## src/rtl/mem_stream_reader.sv

```systemverilog
// Burst read controller: sweeps an address range on a registered-read memory and
// presents the returned words as a valid/ready stream through a 2-entry buffer.
module mem_stream_reader #(
    parameter int DATA_WIDTH = 32,
    parameter int ADDR_WIDTH = 5
) (
    input  logic                  clk,
    input  logic                  rst,
    input  logic                  start,
    input  logic [ADDR_WIDTH-1:0] base_addr,
    input  logic [ADDR_WIDTH:0]   length,
    output logic                  busy,
    output logic                  done,
    output logic                  mem_read_en,
    output logic [ADDR_WIDTH-1:0] mem_read_address,
    input  logic [DATA_WIDTH-1:0] mem_data_out,
    output logic [DATA_WIDTH-1:0] m_data,
    output logic                  m_valid,
    input  logic                  m_ready,
    output logic                  m_last
);

    typedef enum logic [1:0] {
        IDLE  = 2'd0,
        RUN   = 2'd1,
        DRAIN = 2'd2
    } state_t;

    state_t                state, state_nxt;
    logic [ADDR_WIDTH:0]   issue_cnt;
    logic [ADDR_WIDTH:0]   beat_cnt;
    logic [ADDR_WIDTH-1:0] addr_q;
    logic [ADDR_WIDTH-1:0] last_addr_q;
    logic                  vld_p1;
    logic                  done_q;
    logic [DATA_WIDTH-1:0] fifo_mem [2];
    logic                  wr_ptr;
    logic                  rd_ptr;
    logic [1:0]            occupancy;
    logic                  pop;
    logic                  accept;
    logic                  last_hs;
    logic [2:0]            credit_use;
    logic [2:0]            credit_lim;

    assign pop        = m_valid && m_ready;
    assign accept     = (state == IDLE) && start;
    assign last_hs    = pop && m_last;
    assign credit_use = {1'b0, occupancy} + {2'b00, vld_p1};
    assign credit_lim = 3'd2 + {2'b00, pop};

    assign busy             = (state != IDLE);
    assign done             = done_q;
    assign mem_read_address = mem_read_en ? addr_q : last_addr_q;
    assign m_valid          = (occupancy != 2'd0);
    assign m_data           = fifo_mem[rd_ptr];
    assign m_last           = m_valid && (beat_cnt == (ADDR_WIDTH+1)'(1));

    // A read may only be issued if the buffer can still hold it once every
    // outstanding read has landed; a pop this cycle frees a slot immediately.
    always_comb begin
        mem_read_en = 1'b0;
        if ((state == RUN) && (issue_cnt != '0) && (credit_use < credit_lim)) begin
            mem_read_en = 1'b1;
        end
    end

    always_comb begin
        state_nxt = state;
        case (state)
            IDLE: begin
                if (start && (length != '0)) state_nxt = RUN;
            end
            RUN: begin
                if (last_hs) begin
                    state_nxt = IDLE;
                end else if (mem_read_en && (issue_cnt == (ADDR_WIDTH+1)'(1))) begin
                    state_nxt = DRAIN;
                end
            end
            DRAIN: begin
                if (last_hs) state_nxt = IDLE;
            end
            default: state_nxt = IDLE;
        endcase
    end

    // Stage p0: issue side (state, counters, address).
    always_ff @(posedge clk or posedge rst) begin
        if (rst) begin
            state       <= IDLE;
            issue_cnt   <= '0;
            beat_cnt    <= '0;
            addr_q      <= '0;
            last_addr_q <= '0;
            done_q      <= 1'b0;
        end else begin
            state  <= state_nxt;
            done_q <= (accept && (length == '0)) || last_hs;
            if (accept) begin
                issue_cnt <= length;
                beat_cnt  <= length;
                addr_q    <= base_addr;
            end else begin
                if (mem_read_en) begin
                    issue_cnt   <= issue_cnt - 1'b1;
                    addr_q      <= addr_q + 1'b1;
                    last_addr_q <= addr_q;
                end
                if (pop) beat_cnt <= beat_cnt - 1'b1;
            end
        end
    end

    // Stage p1: memory return captured into the output buffer.
    always_ff @(posedge clk or posedge rst) begin
        if (rst) begin
            vld_p1      <= 1'b0;
            wr_ptr      <= 1'b0;
            rd_ptr      <= 1'b0;
            occupancy   <= 2'd0;
            fifo_mem[0] <= '0;
            fifo_mem[1] <= '0;
        end else begin
            vld_p1 <= mem_read_en;
            if (vld_p1) begin
                fifo_mem[wr_ptr] <= mem_data_out;
                wr_ptr           <= ~wr_ptr;
            end
            if (pop) rd_ptr <= ~rd_ptr;
            case ({vld_p1, pop})
                2'b10:   occupancy <= occupancy + 2'd1;
                2'b01:   occupancy <= occupancy - 2'd1;
                default: occupancy <= occupancy;
            endcase
        end
    end

endmodule

```

## config.mk

```make
export PLATFORM = sky130hd
export DESIGN_NAME = mem_stream_reader
export DESIGN_NICKNAME = d
export VERILOG_FILES = /design/src/rtl/mem_stream_reader.sv
export SDC_FILE = /design/constraint.sdc
export NUM_CORES = 1
export LEC_CHECK = 0
export ABC_AREA = 1
export BUFFER_PORTS_ARGS = -buffer_cell sky130_fd_sc_hd__buf_2
export CORE_ASPECT_RATIO = 1.4
export CORE_UTILIZATION = 55
export DETAILED_ROUTE_END_ITERATION = 6
export HOLD_SLACK_MARGIN = 0.15
export PLACE_DENSITY = 0.84
export SLEW_MARGIN = 20
export SYNTH_ARGS = -nofsm -noshare
export SYNTH_HDL_FRONTEND = slang
export SYNTH_SLANG_ARGS = --single-unit
```

## constraint.sdc

```tcl
create_clock -name clk -period 3 [get_ports clk]
set_clock_uncertainty 0.2 [all_clocks]
set_input_delay 0.15 -clock clk [delete_from_list [all_inputs] [get_ports clk]]
set_output_delay 0.15 -clock clk [all_outputs]
set_load 0.01 [all_outputs]
```

==> metrics.md, run 1 <==
| Metric | Value |
|---|---|
| Result of the run | complete, no violations |
| Required time of the critical path | roughly 2.7 ns |
| Minimum clock period | 2.53 ns |
| Kind of cell adding the most delay to the critical path | buffers and inverters |
| CP Launch Point | rd_ptr |
| Number of primary I/O pins | between 80 and 90 |
| Ranking of synthesized cells by instance count | 225 x nand2_1, 94 x dfrtp_1, 80 x o21ai_0, 62 x inv_1, 19 x clkbuf_1 |
| Remaining antenna violation count after routing | 0 |
| CP endpoint kind | primary output |
| Sum of routed wire length over all layers | approximately 11 mm |
| Crit-path max FO | 33 |
| Half-perimeter wire length after detailed placement | 6.75 mm |
| Area of the placeable core | between 7000 and 8000 um^2 |
| Grt total ovfl | 0 |
| Leakage | 3.13 nW |
| Sinks on Clock Net | 94 |
| Reg2reg setup slack | 0.74 ns |
| Start of the worst register-to-register path | state[0] |
| Cells along the critical path | clkinv_1, nand2_1, nand2_1, buf_2 |
| Worst flop-to-flop path endpoint | beat_cnt[5] |
| Total standard cell area after synthesis | 4500 um^2 |
| Net Count, Synth | 623 |
| Number of antenna violations at the first check in global routing | 0 |
| Max IR drop VDD | 0.689 mV |
| Number of vias per cell | ~5.2 |
| Total power after layout | 0.00639 W |
| Max-cap viol count | 0 |
| Count of standard-cell rows | 38 |
| Largest net degree at the start of global routing | 65 |
| Slowest library cell on the worst path | clkinv_1 |
| Gate count after technology mapping | 568 |
| Average cell area after synthesis | 7.92 um^2 |
| Fraction of layout cells with a size suffix above 1 | 0.173 |
| Final Wtd Congestion | just over 0.8 |
| Total number of vias | between 4000 and 5000 |
| Sequential element share of the synthesized area | 0.523 |
| Post-synth EDFFs | 0 |
| Maximum achievable frequency | 0.396 GHz |
| Total number of cells along the worst setup path | 4 |
| Critical setup path kind | reg -> out |
| First-pass GRT wire length | about 18 mm |
| Worst Setup EP | m_data[31] |
| Post-route DRC | 0 |
| Flip-flop and latch count after synthesis | between 90 and 100 |
| Clock-pin slew of the registers on the worst-case setup and hold paths | 0.09 ns |
| CTS Root Buffer Type | clkbuf_8 |
| Overall track demand over capacity in global routing | 0.279 |
| Final period util | 0.842 |
| Via count of the first global-routing pass | 4174 |
| Arrival time at the worst endpoint | 2.18 ns |
| Largest stage delay on the critical path | 0.79 ns |
| Worst-skew pair later-pin latency | between 0.3 and 0.4 ns |
| Die height | 109 um |
| Prevailing post-synth register cell | dfrtp_1 |
| Worst slew margin relative to its limit | 0.309 |
| Pre-Repair DR Iteration Count | 5 |
| Power per unit of standard cell area | around 1100 nW/um^2 |
| Setup-violating endpoint count in the final report | 0 |
| CTS tree | built |
| First DRT Iteration DRCs | 306 |
| Distinct cells, synth | 31 |
| P&R area growth vs syn | 27.7% |
| Type of the most critical hold path | in -> async |
| TritonCTS Buffers | 9 |
| Setup repair after global routing missed its margin | false |
| Buffers & Inverters on Critical Path | 2 |
| Number of port buffers | 88 |
| Top-count cell post-synth | nand2_1 |
| Post-synth top area cell | dfrtp_1 |
| Final slew viol count | 0 |
| Worst reg-to-reg path cell count | 6 |
| Total number of nets in the final design | 754 |
| Sum Neg Setup Slack | 0 ns |
| Share of flip-flops with an asynchronous set or reset | 1.00 |
| Tightest Pin Transition | 1.03 ns |
| Post-cts sizing count | 0 |
| Cell repeated most along the worst path | nand2_1 |
| Dominant cells by area after synthesis | dfrtp_1 52%, nand2_1 19%, o21ai_0 8.9%, inv_1 5.2%, ha_1 2.2% |
| Kind of start point of the critical path | register |
| Worst hold slack after final layout | 0.260 ns |
| Overall die area | 8550 um^2 |
| Detail-routed net length per standard cell | 13.6 um |
| Starting density of the core | 0.573 |
| Number of buffers on the longest clock path | 2 |
| Horiz. Die Dim | a little under 80 um |
| Warnings from Yosys | 0 |
| Clock H-tree levels | 3 |
| Number of diodes | 0 |
| Post-synth top area share | 0.523 |
| Total count of hold-check failures in the final report | 0 |
==> per-stage QoR <==
stage               cell area [um^2]   util  std cells  setup WS (ns)
finish                          5740  0.732        804          0.473
global route                    5740  0.732        804          0.333
CTS                             5740  0.732        804          0.602
detailed placement              5000  0.637        736           1.01
global placement                5000  0.637        736           1.08
floorplan                       4500      -        568          0.201
==> logic make-up after synthesis <==
family | synth area share
XOR/XNOR | 0.0156
AO/OA/AOI/OAI | 0.123
buffers and inverters | 0.0784
flip-flops | 0.523
AND/OR/NAND/NOR | 0.238
adder cells (fa/ha/maj) | 0.0223
==> metal layers <==
layer / GRT usage / wire (um) / up-vias
li1: - / - / 2031
met1: 0.312 / 4310 / 1987
met2: 0.509 / 5740 / 152
met3: 0.0510 / 545 / 33
met4: 0.132 / 333 / 0
met5: 0 / 0 / -
==> layout by cell type (no fill, tap or decap), types with 10 or more instances in the layout <==
| master | synthesis | final |
|---|---|---|
| buf_2 | 3 | 88 |
| nand2_1 | 225 | 224 |
| dfrtp_1 | 94 | 94 |
| nand3_1 | 14 | 14 |
| nor2_1 | 14 | 14 |
| dlygate4sd3_1 | 0 | 52 |
| o21ai_0 | 80 | 80 |
| o21ai_1 | 11 | 11 |
| inv_1 | 62 | 61 |
| clkbuf_8 | 0 | 10 |
==> what timing repair did <==
item	in CTS	in global routing
hold endpoints to repair	133	0
buffers inserted	0	0
hold buffers	52	0
endpoints found under the setup margin	0	0
==> power breakdown <==
part	switching [W]	internal, W
Sequential	0.000365	0.00190
Combinational	0.00199	0.00121
Clock	0.000432	0.000494
Total	0.00279	0.00360
==> worst min-delay path by stage <==
stage	slack (ns)	to	cells after the start
floorplan	0.1	beat_cnt[2]	2
global placement	0.13	fifo_mem[27]	2
detailed placement	0.13	fifo_mem[27]	2
CTS	0.28	fifo_mem[27]	3
global route	0.30	last_addr_q[4]	2
finish	0.26	fifo_mem[27]	3
==> sequential cells by signal (all words and copies together) (netlist names) <==
signal / count
fifo_mem: 64
beat_cnt: 6
issue_cnt: 6
addr_q: 5
last_addr_q: 5
occupancy: 2
state: 2
done: 1
rd_ptr: 1
vld_p1: 1
wr_ptr: 1
==> layout make-up <==
type	count	area [um^2]
clock inverter	5	81.3
sequential	94	2350
fill	583	2100
multi-input combinational	385	1800
timing repair buffer	144	1000
inverter	65	245
clock buffer	11	141
tap	100	125
==> worst register-to-register path: cells and delay by family (launching register included) <==
family                 cells  cell delay (ns)
and+or+nand+nor            3             0.63
AOI/OAI and AO/OA          1             0.10
buffers and inverters      2             0.86
DFF                        1             0.41
No activity file was read; power rests on OpenSTA's default activity.
==> run 2, diff against run 1 <==
==> constraint.sdc (replaced) <==
create_clock -name clk -period 2.6 [get_ports clk]
set_clock_uncertainty 0.2 [all_clocks]
set_input_delay 0.13 -clock clk [delete_from_list [all_inputs] [get_ports clk]]
set_output_delay 0.13 -clock clk [all_outputs]
set_load 0.01 [all_outputs]
==> run 2 against run 1 <==
Against the previous run: first-iteration DRC count increased by 10%; register-to-register slack worse by 0.44 ns; total power is 15% higher; die area stayed put; largest cell class unchanged; highest routed layer unchanged.
==> metrics.md, run 2 (synthesis results as in run 1) <==
| Metric | Value |
|---|---|
| Starting density of the core | 0.573 (unchanged) |
| Number of vias per cell | 5.24 (was 5.23) |
| Grt total ovfl | 0 (unchanged) |
| Count of standard-cell rows | 38 (unchanged) |
| Sum of routed wire length over all layers | 10.7 mm (was 10.9 mm) |
| Post-CTS Setup Bufs | 0 (unchanged) |
| Result of the run | complete, no violations (unchanged) |
| Horiz. Die Dim | 78.4 um (unchanged) |
| Minimum clock period | 2.32 ns |
| Required time of the critical path | 2.27 ns (was 2.65 ns) |
| Power per unit of standard cell area | 1280 nW/um^2 (was 1110 nW/um^2) |
| Sum Neg Setup Slack | 0 ns (unchanged) |
| Worst hold slack after final layout | 0.230 ns (was 0.260 ns) |
| First-pass GRT wire length | 18.0 mm (was 18.4 mm) |
| Worst flop-to-flop path endpoint | beat_cnt[4] (was beat_cnt[5]) |
| Max IR drop VDD | 1.02 mV (was 0.689 mV) |
| Total count of hold-check failures in the final report | 0 (unchanged) |
| Final slew viol count | 0 (unchanged) |
| Final period util | 0.892 |
| Total number of vias | 4192 (was 4203) |
| Tightest Pin Transition | 0.673 ns (was 1.03 ns) |
| Overall track demand over capacity in global routing | 0.275 (was 0.279) |
| CP endpoint kind | primary output (unchanged) |
| Leading cell type in the layout, fill and taps excluded | nand2_1 (unchanged) |
| CTS tree | built (unchanged) |
| Register with the highest flop count | fifo_mem (unchanged) |
| Biggest regs | fifo_mem: 64 flops, beat_cnt: 6 flops, issue_cnt: 6 flops (unchanged) |
| Max-cap viol count | 0 (unchanged) |
| Reg2reg setup slack | 0.30 ns (was 0.74 ns) |
| Most frequent cells in the layout | 224 x nand2_1, 94 x dfrtp_1, 88 x buf_2, 80 x o21ai_0, 61 x inv_1 (unchanged) |
| Sinks on Clock Net | 94 (unchanged) |
| Detail-routed net length per standard cell | 13.4 um (was 13.6 um) |
| Fraction of layout cells with a size suffix above 1 | 0.173 (about the same) |
| Final cell utilization of the core | 0.732 (about the same) |
| Area of the placeable core | 7850 um^2 (unchanged) |
| Worst slew margin relative to its limit | 0.550 (was 0.309) |
| Number of diodes | 0 (unchanged) |
| P&R area growth vs syn | 27.6% (was 27.7%) |
| Part of the total power dissipated in the clock network | 0.138 (was 0.145) |
| Half-perimeter wire length after detailed placement | 6.89 mm (was 6.75 mm) |
| Setup repair after global routing missed its margin | false (unchanged) |
| Kind of start point of the critical path | register (unchanged) |
| Start of the worst register-to-register path | state[0] (unchanged) |
| Critical setup path kind | reg -> out (unchanged) |
| Total number of nets in the final design | 754 (unchanged) |
| Worst reg-to-reg path cell count | 6 (unchanged) |
| Combinational share of power | 0.506 (was 0.501) |
| Arrival time at the worst endpoint | 1.99 ns (was 2.18 ns) |
| Number of buffers on the longest clock path | 2 (unchanged) |
| Via count of the first global-routing pass | 4101 (was 4174) |
| Type of the most critical hold path | in -> async (unchanged) |
| Flip-flop count of the largest register after layout | 64 (unchanged) |
| CTS Root Buffer Type | clkbuf_8 (unchanged) |
| Remaining antenna violation count after routing | 0 (unchanged) |
| Design internal power | 0.00415 W (was 0.00360 W) |
| Clock-pin slew of the registers on the worst-case setup and hold paths | 0.08 ns (was 0.09 ns) |
| Overall die area | 8550 um^2 (unchanged) |
| Fraction of power spent switching nets | 0.434 (was 0.436) |
| Leakage | 3.12 nW (was 3.13 nW) |
| Clock H-tree levels | 3 (unchanged) |
| Switching pwr | 0.00318 W (was 0.00279 W) |
| First DRT Iteration DRCs | 337 (was 306) |
| Worst-skew pair later-pin latency | 0.36 ns (about the same) |
| Number of primary I/O pins | 89 (unchanged) |
| Number of port buffers | 88 (unchanged) |
| Register share of total power | 0.356 (was 0.354) |
| Instance area after placement | 5040 um^2 (was 5000 um^2) |
| Die height | 109 um (unchanged) |
| Pre-Repair DR Iteration Count | 5 (unchanged) |
| Number of antenna violations at the first check in global routing | 0 (unchanged) |
| Post-route DRC | 0 (unchanged) |
| Largest net degree at the start of global routing | 95 (was 65) |
| Final cell area excluding filler cells | 5740 um^2 (about the same) |
| Maximum achievable frequency | 0.431 GHz |
| TritonCTS Buffers | 9 (unchanged) |
| Crit-path max FO | 18 (was 33) |
| Setup-violating endpoint count in the final report | 0 (unchanged) |
| Final Wtd Congestion | 0.778 (was 0.815) |
==> run 2: changes by cell type in the layout (fill, tap and decap cells not counted), sizes merged <==
cell,delta
inv,-1
buf,+2
clkinv,-2
clkbuf,-1
dlygate4sd3,-2
==> run 2: worst max-delay path, stage by stage, from the launching register on <==
cell     delay (ns)
dfrtp_1        0.45
ha_1           0.21
ha_1           0.31
o21ai_4        0.08
nand2_4        0.19
nand2_1        0.12
o21ai_1        0.11
buf_2          0.16
==> run 2: routing by layer <==
layer  GRT usage  part of all wire  vias to the layer above
li1            -                 -                     2029
met1       0.310              0.39                     1968
met2       0.489              0.52                      155
met3      0.0527             0.051                       40
met4       0.148             0.039                        0
met5           0                 0                        -
==> run 2: final cells by class <==
cell class,count,area [um^2]
clock inverters,2,60.1
inverters,65,248
well taps,100,125
fillers,582,2100
clock buffers,10,138
repair buffers,144,1020
flip-flops and latches,94,2350
multi-input cells,385,1800
==> run 2: per-stage QoR <==
stage,worst slack (ns),power [W],std cells
2_1_floorplan,0.811,0.00509,568
3_3_place_gp,0.762,0.00599,738
3_5_place_dp,0.673,0.00618,738
4_1_cts,0.313,0.00731,800
5_1_grt,0.0695,0.00801,800
6_report,0.281,0.00733,800
==> run 2: how the worst max path moves through the flow <==
| stage | startpoint | endpoint | slack (ns) | cells past startpoint |
|---|---|---|---|---|
| after floorplan | occupancy[0] | mem_read_address[0] | 0.81 | 8 |
| after global placement | occupancy[0] | issue_cnt[5] | 0.76 | 10 |
| after detailed placement | occupancy[0] | issue_cnt[1] | 0.67 | 10 |
| after CTS | occupancy[0] | mem_read_address[0] | 0.31 | 9 |
| after global routing | occupancy[0] | mem_read_address[0] | 0.07 | 9 |
| final | occupancy[0] | mem_read_address[0] | 0.28 | 7 |
==> run 2: repair_timing <==
item | CTS | global route
hold buffers | 50 | 0
hold endpoints to repair | 179 | 0
gates resized for setup | 0 | 0
==> run 2: power by group through the flow <==
stage	clock, W	combinational [W]	sequential [W]
finish	0.00101	0.00371	0.00261
global placement	0	0.00340	0.00258
detailed placement	0	0.00355	0.00263
CTS	0.00103	0.00368	0.00260
global route	0.00109	0.00423	0.00269
floorplan	0	0.00258	0.00251
==> run 3, diff against run 2 <==
--- a/config.mk
+++ b/config.mk
@@ -5,7 +5,7 @@
 export SDC_FILE = /design/constraint.sdc
 export NUM_CORES = 1
 export LEC_CHECK = 0
-export ABC_AREA = 1
+export ABC_AREA = 0
 export BUFFER_PORTS_ARGS = -buffer_cell sky130_fd_sc_hd__buf_2
 export CORE_ASPECT_RATIO = 1.4
 export CORE_UTILIZATION = 55
==> run 3 against run 2 <==
Against the previous run: final cell count is 26% lower; critical endpoint is now mem_read_address[4]; area after synthesis is 1.3% lower; wire length is 10% lower; highest routed layer unchanged; flip-flop and latch count stayed put.
==> metrics.md, run 3 <==
| Metric | Value |
|---|---|
| Result of the run | complete, no violations (unchanged) |
| Area of the placeable core | 7800 um^2 (was 7850 um^2) |
| Flip-flop and latch count after synthesis | 94 (unchanged) |
| Final cell area excluding filler cells | 5780 um^2 (was 5740 um^2) |
| Via count of the first global-routing pass | 3346 (was 4101) |
| Maximum achievable frequency | 0.402 GHz (was 0.431 GHz) |
| Number of diodes | 0 (unchanged) |
| Total number of nets in the final design | 540 (was 754) |
| Detail-routed net length per standard cell | 16.3 um (was 13.4 um) |
| Sum of routed wire length over all layers | 9.65 mm (was 10.7 mm) |
| Clock-pin slew of the registers on the worst-case setup and hold paths | 0.09 ns (was 0.08 ns) |
| TritonCTS Buffers | 9 (unchanged) |
| Arrival time at the worst endpoint | 2.16 ns (was 1.99 ns) |
| Met1 usage in global routing | 0.282 (was 0.310) |
| Worst reg-to-reg path cell count | 5 (was 6) |
| Worst-skew pair later-pin latency | 0.37 ns (was 0.36 ns) |
| Synthesized-area fraction occupied by ao, oa, aoi and oai cells | 0.0510 (was 0.123) |
| Combinational family with the most area after synthesis | multiplexers (was simple AND/OR/NAND/NOR gates) |
| Post-route DRC | 0 (unchanged) |
| Cells along the critical path | ha_1, ha_1, and2b_1, nand3_4, inv_8, mux2_2, buf_2 (was ha_1, ha_1, o21ai_4, nand2_4, nand2_1, o21ai_1, buf_2) |
| Prevailing post-synth register cell | dfrtp_1 (unchanged) |
| Number of vias per cell | 5.57 (was 5.24) |
| Number of primary I/O pins | 89 (unchanged) |
| CTS tree | built (unchanged) |
| Reg2reg setup slack | 0.24 ns (was 0.30 ns) |
| Worst flop-to-flop path endpoint | addr_q[3] (was beat_cnt[4]) |
| Sum Neg Setup Slack | 0 ns (unchanged) |
| Combinational share of power | 0.514 (was 0.506) |
| Post-synth top area share | 0.530 (was 0.523) |
| Horiz. Die Dim | 77.9 um (was 78.4 um) |
| Adder-Cell Fraction of Synth Area | 0.0225 (was 0.0223) |
| First DRT Iteration DRCs | 137 (was 337) |
| Overall die area | 8440 um^2 (was 8550 um^2) |
| Distinct cells, synth | 46 (was 31) |
| Number of port buffers | 88 (unchanged) |
| Tightest Pin Transition | 0.790 ns (was 0.673 ns) |
| Fraction of power spent switching nets | 0.365 (was 0.434) |
| Switching pwr | 0.00284 W (was 0.00318 W) |
| Share of flip-flops with an asynchronous set or reset | 1.00 (unchanged) |
| Number of antenna violations at the first check in global routing | 0 (unchanged) |
| Slowest library cell on the worst path | dfrtp_1 (unchanged) |
| Grt total ovfl | 0 (unchanged) |
| Instance area after placement | 5020 um^2 (was 5040 um^2) |
| Sequential element share of the synthesized area | 0.530 (was 0.523) |
| Most frequent cells in the layout | 106 x mux2_2, 93 x dfrtp_1, 88 x buf_2, 47 x dlygate4sd3_1, 18 x nor2_1 (was 224 x nand2_1, 94 x dfrtp_1, 88 x buf_2, 80 x o21ai_0, 61 x inv_1) |
| Final period util | 0.958 (was 0.892) |
| Die height | 108 um (was 109 um) |
| Buffers & Inverters on Critical Path | 2 (was 1) |
| CTS Root Buffer Type | clkbuf_8 (unchanged) |
| Setup-violating endpoint count in the final report | 0 (unchanged) |
| Biggest regs | fifo_mem: 64 flops, beat_cnt: 6 flops, issue_cnt: 6 flops (unchanged) |
| Met3 usage | 0.0675 (was 0.0527) |
| Crit-path max FO | 13 (was 18) |
| Cell repeated most along the worst path | ha_1 (unchanged) |
| Register share of total power | 0.347 (was 0.356) |
| CP Launch Point | vld_p1 (was occupancy[0]) |
| Ranking of synthesized cells by instance count | 106 x mux2_2, 94 x dfrtp_1, 19 x nor2_1 (was 225 x nand2_1, 94 x dfrtp_1, 80 x o21ai_0, 62 x inv_1, 19 x clkbuf_1) |
| Kind of cell adding the most delay to the critical path | flip-flops (was adder cells) |
| Sinks on Clock Net | 94 (unchanged) |
| Worst Setup EP | mem_read_address[4] (was mem_read_address[0]) |
| Share of synthesized area spent on multiplexers | 0.269 (was 0) |
| Max-cap viol count | 0 (unchanged) |
| Design internal power | 0.00495 W (was 0.00415 W) |
| Part of the total power dissipated in the clock network | 0.139 (was 0.138) |
| Top-count cell post-synth | mux2_2 (was nand2_1) |
| Minimum clock period | 2.49 ns (was 2.32 ns) |
| Synth Area in Simple Gates | 0.0831 (was 0.238) |
| Leakage | 2.55 nW (was 3.12 nW) |
| Met2 capacity usage during global routing | 0.443 (was 0.489) |
| Type of the most critical hold path | in -> async (unchanged) |
| Total power after layout | 0.00779 W (was 0.00733 W) |
| Remaining antenna violation count after routing | 0 (unchanged) |
| Kind of start point of the critical path | register (unchanged) |
| Dominant cells by area after synthesis | dfrtp_1 53%, mux2_2 27%, ha_1 2.3%, nor2_1 1.6%, nand4_1 1.1% (was dfrtp_1 52%, nand2_1 19%, o21ai_0 8.9%, inv_1 5.2%, ha_1 2.2%) |
| Leading cell type in the layout, fill and taps excluded | mux2_2 (was nand2_1) |
| Total standard cell area after synthesis | 4440 um^2 (was 4500 um^2) |
| Largest net degree at the start of global routing | 34 (was 95) |
| Total number of vias | 3286 (was 4192) |
| Final Wtd Congestion | 0.856 (was 0.778) |
| Register with the highest flop count | fifo_mem (unchanged) |
| CP endpoint kind | primary output (unchanged) |
| Start of the worst register-to-register path | vld_p1 (was state[0]) |
| Number of buffers on the longest clock path | 2 (unchanged) |
| Layer carrying the most global-route usage | met2 (unchanged) |
| Fraction of layout cells with a size suffix above 1 | 0.486 (was 0.173) |
| First-pass GRT wire length | 15.9 mm (was 18.0 mm) |
| Half-perimeter wire length after detailed placement | 6.27 mm (was 6.89 mm) |
| Post-synth top area cell | dfrtp_1 (unchanged) |
| P&R area growth vs syn | 30.2% (was 27.6%) |
| Max IR drop VDD | 0.958 mV (was 1.02 mV) |
| Critical setup path kind | reg -> out (unchanged) |
| Pre-Repair DR Iteration Count | 4 (was 5) |
| Clock H-tree levels | 3 (unchanged) |
| Required time of the critical path | 2.27 ns (about the same) |
| Flip-flop count of the largest register after layout | 64 (unchanged) |
| Total count of hold-check failures in the final report | 0 (unchanged) |
| Starting density of the core | 0.569 (was 0.573) |
| Largest stage delay on the critical path | 0.42 ns (was 0.45 ns) |
| Average cell area after synthesis | 13.0 um^2 (was 7.92 um^2) |
| Worst slew margin relative to its limit | 0.472 (was 0.550) |
| Gate count after technology mapping | 341 (was 568) |
| Area share of xor/xnor cells in the synthesized design | 0.0197 (was 0.0156) |
| Count of standard-cell rows | 38 (unchanged) |
| Net Count, Synth | 396 (was 623) |
| Overall track demand over capacity in global routing | 0.250 (was 0.275) |
| Warnings from Yosys | 0 (unchanged) |
| Power per unit of standard cell area | 1350 nW/um^2 (was 1280 nW/um^2) |
| Total number of cells along the worst setup path | 7 (unchanged) |
| Worst hold slack after final layout | 0.232 ns (was 0.230 ns) |
| Number of fill cells in the layout | 517 (was 582) |
| Final slew viol count | 0 (unchanged) |
| Post-synth EDFFs | 0 (unchanged) |
run 3: final cells by class:
class	instances	area, um^2	share of cell area
well taps	100	125	0.0216
multi-input cells	222	1990	0.345
flip-flops and latches	94	2350	0.407
clock inverters	5	81.3	0.0141
clock buffers	11	141	0.0245
inverters	9	45.0	0.00779
repair buffers	149	1040	0.180
run 3: power by group through the flow:
stage               clock [W]  combinational (W)  sequential [W]
global placement            0            0.00362         0.00267
CTS                   0.00110            0.00391         0.00271
global route          0.00118            0.00433         0.00280
finish                0.00108            0.00401         0.00270
floorplan                   0            0.00282         0.00258
detailed placement          0            0.00373         0.00273
run 3: logic make-up after synthesis:
| kind of cell | Yosys count |
|---|---|
| muxes | 106 |
| DFF | 94 |
| and+or+nand+nor | 67 |
| AOI/OAI and AO/OA | 31 |
| buffers and inverters | 25 |
| xor gates and xnor gates | 10 |
| adders and majority gates | 8 |
run 3: metrics by stage:
stage           util  std cells  worst slack, ns
2_1_floorplan      -        341            0.416
6_report       0.741        590            0.109
3_3_place_gp   0.644        521            0.283
5_1_grt        0.741        590          -0.0140
4_1_cts        0.737        585           0.0415
3_5_place_dp   0.644        521            0.202
run 3: worst min path at each step:
stage / start / to / slack [ns] / cells past startpoint
6_report: rst / last_addr_q[3] / 0.23 / 3
5_1_grt: rst / last_addr_q[3] / 0.29 / 3
4_1_cts: rst / last_addr_q[3] / 0.25 / 3
3_5_place_dp: rst / last_addr_q[3] / 0.10 / 2
3_3_place_gp: rst / last_addr_q[3] / 0.09 / 2
2_1_floorplan: length[1] / beat_cnt[1] / 0.06 / 2
run 3: worst register-to-register path: cells and delay by family, from the launching register on:
| kind | cells | cell delay [ns] |
|---|---|---|
| AND/OR/NAND/NOR | 1 | 0.11 |
| flip-flops | 1 | 0.42 |
| AO/OA/AOI/OAI | 2 | 0.92 |
| adder cells (fa/ha/maj) | 2 | 0.55 |
run 3: repair_timing:
item | in CTS | in global routing
pin swaps | 1 | 0
buffers inserted | 1 | 5
setup endpoints to repair | 5 | 5
endpoints found under the hold margin | 160 | 0
resized for setup | 6 | 0
hold buffers | 47 | 0
run 3: layer usage:
metal  up-vias  routed length, um
met5         -                  0
met4         0                233
met3        19                415
met2        95               5070
met1      1647               3920
li1       1525                  -
